File: src/rtl/iq_magnitude_sqrt.sv
// Magnitude of one complex sample: floor(sqrt(I^2 + Q^2)).
// The root is found by a restoring digit-by-digit iteration, one bit per clock.
module iq_magnitude_sqrt (
    input  logic        clk,
    input  logic        rst,
    input  logic        start,
    input  logic [15:0] I_in,
    input  logic [15:0] Q_in,
    output logic [15:0] magnitude,
    output logic        done
);

    typedef enum logic [1:0] {
        IDLE,
        SQUARE,
        SQRT
    } state_t;

    state_t             state_q;
    logic signed [15:0] i_q;
    logic signed [15:0] q_q;
    logic        [31:0] rad_q;
    logic        [15:0] root_q;
    logic        [19:0] rem_q;
    logic        [3:0]  cnt_q;
    logic               sat_q;
    logic        [15:0] mag_q;
    logic               done_q;

    logic signed [31:0] sq_i;
    logic signed [31:0] sq_q;
    logic        [32:0] sum_sq;
    logic        [19:0] rem_sh;
    logic        [19:0] trial;
    logic               ge;
    logic        [19:0] rem_d;
    logic        [15:0] root_d;

    assign sq_i   = i_q * i_q;
    assign sq_q   = q_q * q_q;
    assign sum_sq = {1'b0, sq_i} + {1'b0, sq_q};

    assign rem_sh = (rem_q << 2) | {18'd0, rad_q[31:30]};
    assign trial  = {2'b00, root_q, 2'b01};
    assign ge     = (rem_sh >= trial);
    assign rem_d  = ge ? (rem_sh - trial) : rem_sh;
    assign root_d = {root_q[14:0], ge};

    always_ff @(posedge clk) begin
        if (!rst) begin
            state_q <= IDLE;
            i_q     <= '0;
            q_q     <= '0;
            rad_q   <= '0;
            root_q  <= '0;
            rem_q   <= '0;
            cnt_q   <= '0;
            sat_q   <= 1'b0;
            mag_q   <= '0;
            done_q  <= 1'b0;
        end else begin
            done_q <= 1'b0;
            unique case (state_q)
                IDLE: begin
                    if (start) begin
                        i_q     <= I_in;
                        q_q     <= Q_in;
                        state_q <= SQUARE;
                    end
                end
                SQUARE: begin
                    rad_q   <= sum_sq[31:0];
                    sat_q   <= sum_sq[32];
                    root_q  <= '0;
                    rem_q   <= '0;
                    cnt_q   <= '0;
                    state_q <= SQRT;
                end
                SQRT: begin
                    rad_q  <= rad_q << 2;
                    rem_q  <= rem_d;
                    root_q <= root_d;
                    cnt_q  <= cnt_q + 4'd1;
                    if (cnt_q == 4'd15) begin
                        // An overflowed radicand cannot be rooted in 16 bits.
                        mag_q   <= sat_q ? 16'hFFFF : root_d;
                        done_q  <= 1'b1;
                        state_q <= IDLE;
                    end
                end
                default: state_q <= IDLE;
            endcase
        end
    end

    assign magnitude = mag_q;
    assign done      = done_q;

endmodule

File: config.mk
export PLATFORM = sky130hd
export DESIGN_NAME = iq_magnitude_sqrt
export DESIGN_NICKNAME = d
export VERILOG_FILES = /design/src/rtl/iq_magnitude_sqrt.sv
export SDC_FILE = /design/constraint.sdc
export NUM_CORES = 2
export LEC_CHECK = 0
export ABC_AREA = 1
export CAP_MARGIN = 20
export CORE_ASPECT_RATIO = 1.1
export CORE_MARGIN = 1.5
export CORE_UTILIZATION = 70
export DETAILED_ROUTE_END_ITERATION = 8
export PLACE_DENSITY_LB_ADDON = 0.3
export SYNTH_ARGS = -nofsm -noshare
export SYNTH_HDL_FRONTEND = slang
export SYNTH_SLANG_ARGS = --single-unit
File: constraint.sdc
create_clock -name clk -period 12.13 [get_ports clk]
set_clock_uncertainty 0.15 [all_clocks]
set_input_delay 1.213 -clock clk [delete_from_list [all_inputs] [get_ports clk]]
set_output_delay 1.213 -clock clk [all_outputs]
set_load 0.005 [all_outputs]
# == After elaboration in Yosys (flattened, before gate mapping) ==
# Index checks and enable logic that the tools add are counted.
# op_classes
addsub,3
mul,2
n_lt_le_gt_ge,1
eq_ne,5
muxes,10
n_bitwise,1
reduce_logical,6
# ops
op,count
multiplier 16 x 16 -> 32 bit,2
case mux 32 bit (2 select lines),1
case mux 18 bit (2 select lines),1
adder 32 x 32 -> 33 bit,1
case mux 16 bit (2 select lines),1
>= comparator 20 x 18 -> 1 bit,1
OR 20 x 2 -> 20 bit,1
2-to-1 mux 18 bit,1
subtractor 18 bit,1
2-to-1 mux 16 bit,1
case mux 4 bit (2 select lines),1
AND reduction 2 bit,4
case mux 2 bit (3 select lines),1
adder 4 x 1 -> 4 bit (second input constant),1
equality test 4 bit (second input constant),1
2-to-1 mux 2 bit,2
inequality test 2 bit (second input constant),2
equality test 2 x 1 -> 1 bit (second input constant),1
equality test 2 bit (second input constant),1
zero test 2 bit,1
nonzero test 2 bit,1
2-to-1 mux 1 bit,1
# word_totals
register_bits,122
inputBits,35
out_inout_bits,17
word_cells,38

# == Logic depth before layout (Yosys ltp) ==
# logic_depth
ltp_word,4
ltp_mapped,39
depth_no_buf,37

# == Worst setup path after synthesis ==
# No wires, ideal clock.
# synth_timing
path_type,flip-flop to flip-flop
start,reg q_q[1]
end,reg rad_q[31]
setup_ns,0.070
arrival_time_ns,6.595
t_required_ns,11.910
path_slack_ns,5.315
path_stages_with_launch,35
path_buffers,2
period_less_slack_ns,6.815
cell_sequence,dfxtp_1 > clkbuf_1 > clkbuf_1 > nand2_1 > inv_1 > fa_1 > inv_1 > fa_1 > inv_1 > fa_1 > fa_1 > inv_1 > fa_1 > inv_1 > fa_1 > ha_1 > a21oi_1 > nor2_1 > a211oi_1 > o21ai_0 > a21oi_1 > nand2_1 > xor2_1 > ha_1 > nand2_1 > inv_1 > nand2_1 > o21ai_0 > nor2_1 > nand2_1 > a21oi_1 > nand2_1 > nand2_1 > nand3_1 > a21oi_1
# synth_via
elab_chain_len,3
# synth_lines
element,line,source
from (decl),21,logic signed [15:0] q_q;
from (signal assigned),67,q_q <= Q_in;
multiplier 16 x 16 -> 32 bit,40,assign sq_q = q_q * q_q;
adder 32 x 32 -> 33 bit,41,"assign sum_sq = {1'b0, sq_i} + {1'b0, sq_q};"
case mux 32 bit (2 select lines),63,unique case (state_q)
to (signal assigned),72,rad_q <= sum_sq[31:0];
to (signal assigned),80,rad_q <= rad_q << 2;
to (decl),22,logic [31:0] rad_q;
# No other way between the ends.
# A chain may end at the register's enable or synchronous reset.

# == Worst setup path after layout ==
# layout_timing
start,reg i_q[15]
end,reg rad_q[31]
# layout_via
elab_chain_len,3
# layout_lines
element,line,source
from (decl),20,logic signed [15:0] i_q;
from (signal assigned),66,i_q <= I_in;
multiplier 16 x 16 -> 32 bit,39,assign sq_i = i_q * i_q;
adder 32 x 32 -> 33 bit,41,
case mux 32 bit (2 select lines),63,
# No other way between the ends.

==> impl_metrics.toml <==
[logic_synthesis]
syn-num-nets = 4225
ys_seq_elements = 122
ys_warn_count = 0
async_flop_share_pct = 0
synth_area_leaders = "fa_1, inv_1, ha_1, nand2_1, dfxtp_1"
ys_seq_area_share_pct = 9.29
synth_area_leader_cell = "fa_1"
synth_edf_count = 0
synth_ff_type = "dfxtp_1"
ys_types = 43
synthesis.area_sq_mm = 0.0263
synth_top_area_share_pct = 36.3
synth.avg_cell_area_sq_um = 7.54
syn_inst = 3486

[final_layout]
fillCellCount = 2782
antenna_cells = 0
multi_input_area_sq_mm = 0.0198
final_nets = 4198
drive_gt1_share_pct = 2.04
area_growth_pct = 5.29
regArea_sq_mm = 0.00244

[run]
max_cap_violations = 0

[cts]
cts_tree = "built"
insertion_delay_ps = 470
cts_buffers = 17
postCtsSetupRepairBufs = 0
cts.sinks = 122
clk_pin_slew_ps = 80
hold_buffers = 0
clockBufferDepth = 2
htreeDepth = 4
clock-root-buffer = "clkbuf_16"
ctsResizeCount = 0

[sta]
min_period_over_period_pct = 70.5
max_slew_margin_pct = 34.9
finalSetupViolCount = 0
hold_viol = 0
fmax_ghz = 0.117
layout_min_cycle_time_ps = 8560
maxSlewViolCount = 0
tightest_slew_ps = 975
fin_tns_setup_ps = 0
rsz0062_at_grt = "no"

[route]
vias_per_cell = 5.53
vias = 21931
drc_errors = 0
drt-pass1-iter-count = 5
first_iter_violations = 1401
wl_per_cell_microns = 17.2
postRouteAntennaNets = 0
wl_microns = 68400

[floorplanning]
initial_core_util_pct = 71.0
die_x_microns = 188
pin_count = 52
die-area_sq_mm = 0.0387
rows = 74
core_area_sq_mm = 0.0370
die_h_microns = 206

[global_routing]
track_usage_pct = 37.3
grt_pass1_wl_microns = 114000
antenna_found_initial = 1
grt_max_degree = 68
gr-total-overflow = 0
grt_pass1_vias = 23597

[critical_path]
r2r_cells = 29
cp_common_cell = "nand2_1"
endpoint = "rad_q[31]"
reg2reg_to = "rad_q[31]"
r2r_start = "i_q[15]"
max_stage_delay_ps = 970
startpoint_type = "flip-flop"
end_kind = "flip-flop"
cp_slowest_cell = "dfxtp_1"
crit_family = "adder cells"
path_depth = 29
cp.arrival_ps = 8710
cp_num_buf_inv = 5
crit_fanout = 24
reg2reg_slack_ps = 3570
critPathRequiredTime_ps = 12290
crit_start = "i_q[15]"
crit_type = "flip-flop to flip-flop"

[place]
gp_congestion = 0.976
dp_hpwl_microns = 55900
port_buffers = 51

[hold_path]
holdCritPathClass = "flip-flop to flip-flop"

[run_status]
status = "completed"
==> placed cells by master, fill, tap and decap left out, types with 4 or more instances in the layout <==
| cell type | synthesis | routed |
|---|---|---|
| a31oi_1 | 11 | 11 |
| o21ai_1 | 10 | 10 |
| nand3_1 | 116 | 116 |
| inv_6 | 0 | 4 |
| o21bai_1 | 11 | 11 |
| nand3b_1 | 10 | 10 |
| a21o_1 | 16 | 16 |
| buf_4 | 1 | 8 |
| and2_1 | 5 | 5 |
| dfxtp_1 | 122 | 122 |
| xor2_1 | 57 | 57 |
| nand2_1 | 735 | 734 |
| inv_2 | 14 | 15 |
| nor3_1 | 26 | 26 |
| clkinv_1 | 6 | 6 |
| inv_1 | 958 | 957 |
| nor2_1 | 165 | 165 |
| clkbuf_16 | 0 | 17 |
| fa_1 | 476 | 476 |
| ha_1 | 228 | 228 |
| nor4_1 | 4 | 4 |
| o21ai_0 | 97 | 97 |
| nand4_1 | 16 | 16 |
| o22ai_1 | 18 | 18 |
| xnor2_1 | 38 | 38 |
| a21oi_1 | 215 | 215 |
| inv_8 | 0 | 4 |
| clkdlybuf4s50_1 | 0 | 50 |
==> Yosys cell counts (2+ instances only) <==
master	n
o22ai_1	18
dfxtp_1	122
a221oi_1	2
nor2_1	165
inv_1	958
inv_2	14
a31oi_1	11
fa_1	476
nor4_1	4
a21o_1	16
a21oi_1	215
nand3_1	116
o21bai_1	11
nand2_2	2
nand3b_1	10
nand4_1	16
and2_1	5
o21ai_1	10
xnor2_1	38
or2_2	3
nor3_1	26
clkinv_1	6
clkbuf_1	94
a211oi_1	3
ha_1	228
a31o_2	2
xor2_1	57
o21ai_0	97
o211ai_1	2
nor2_4	2
buf_2	9
or2_1	3
nand2_1	735
==> worst min path at each step <==
stage	start	end	depth (start not counted)
2_1_floorplan	rad_q[1]	rad_q[1]	2
3_3_place_gp	rad_q[0]	rad_q[0]	2
3_5_place_dp	rem_q[17]	rem_q[17]	2
4_1_cts	rem_q[17]	rem_q[17]	2
5_1_grt	rem_q[17]	rem_q[17]	2
6_report	rem_q[17]	rem_q[17]	2
==> layer usage <==
layer | global-route usage, % | up-vias | part of all wire [%]
met5 | 0 | - | 0.019
met4 | 19.5 | 2 | 5.3
met3 | 5.09 | 251 | 5.6
met2 | 68.4 | 853 | 51
met1 | 42.7 | 10579 | 38
li1 | - | 10246 | -
==> metrics by stage <==
stage	util, %	setup WS, ps	std cells	instance area, sq um	hold slack [ps]
5_1_grt	74.7	3160	3966	27700	341
2_1_floorplan	-	5310	3486	26300	295
3_5_place_dp	73.0	3760	3933	27100	306
6_report	74.7	3570	3966	27700	321
3_3_place_gp	73.0	3920	3933	27100	303
4_1_cts	74.7	3710	3965	27700	317
==> state kept, by name, indices dropped and copies added, names as in the netlist <==
signal / flops
root_q: 16
state_q: 2
q_q: 16
rad_q: 32
magnitude: 16
cnt_q: 4
i_q: 16
rem_q: 18
sat_q: 1
done: 1
==> logic make-up after synthesis <==
kind of cell	share of synthesized area, %
AND/OR/NAND/NOR	16.8
AO/OA/AOI/OAI	8.04
XOR/XNOR	3.17
buffers and inverters	15.6
flip-flops	9.29
adder cells (fa/ha/maj)	47.1
==> worst register-to-register path, delay by kind of cell, from the launching register on <==
family	cells	cell delay, ps
flip-flops	1	970
buffers and inverters	5	770
adder cells (fa/ha/maj)	8	3740
AO/OA/AOI/OAI	4	680
AND/OR/NAND/NOR	12	2100
==> area by class of cell <==
type                    count  area share (%)
well taps                 494            2.23
clock inverters            15           0.651
clock buffers              17            1.54
repair buffers             60            2.12
multi-input cells        2280            71.4
flip-flops and latches    122            8.82
inverters                 978            13.3
Power is left out: the tool's default activity adds up to more than one toggle a clock period on the data nets, which glitch-free logic cannot reach.
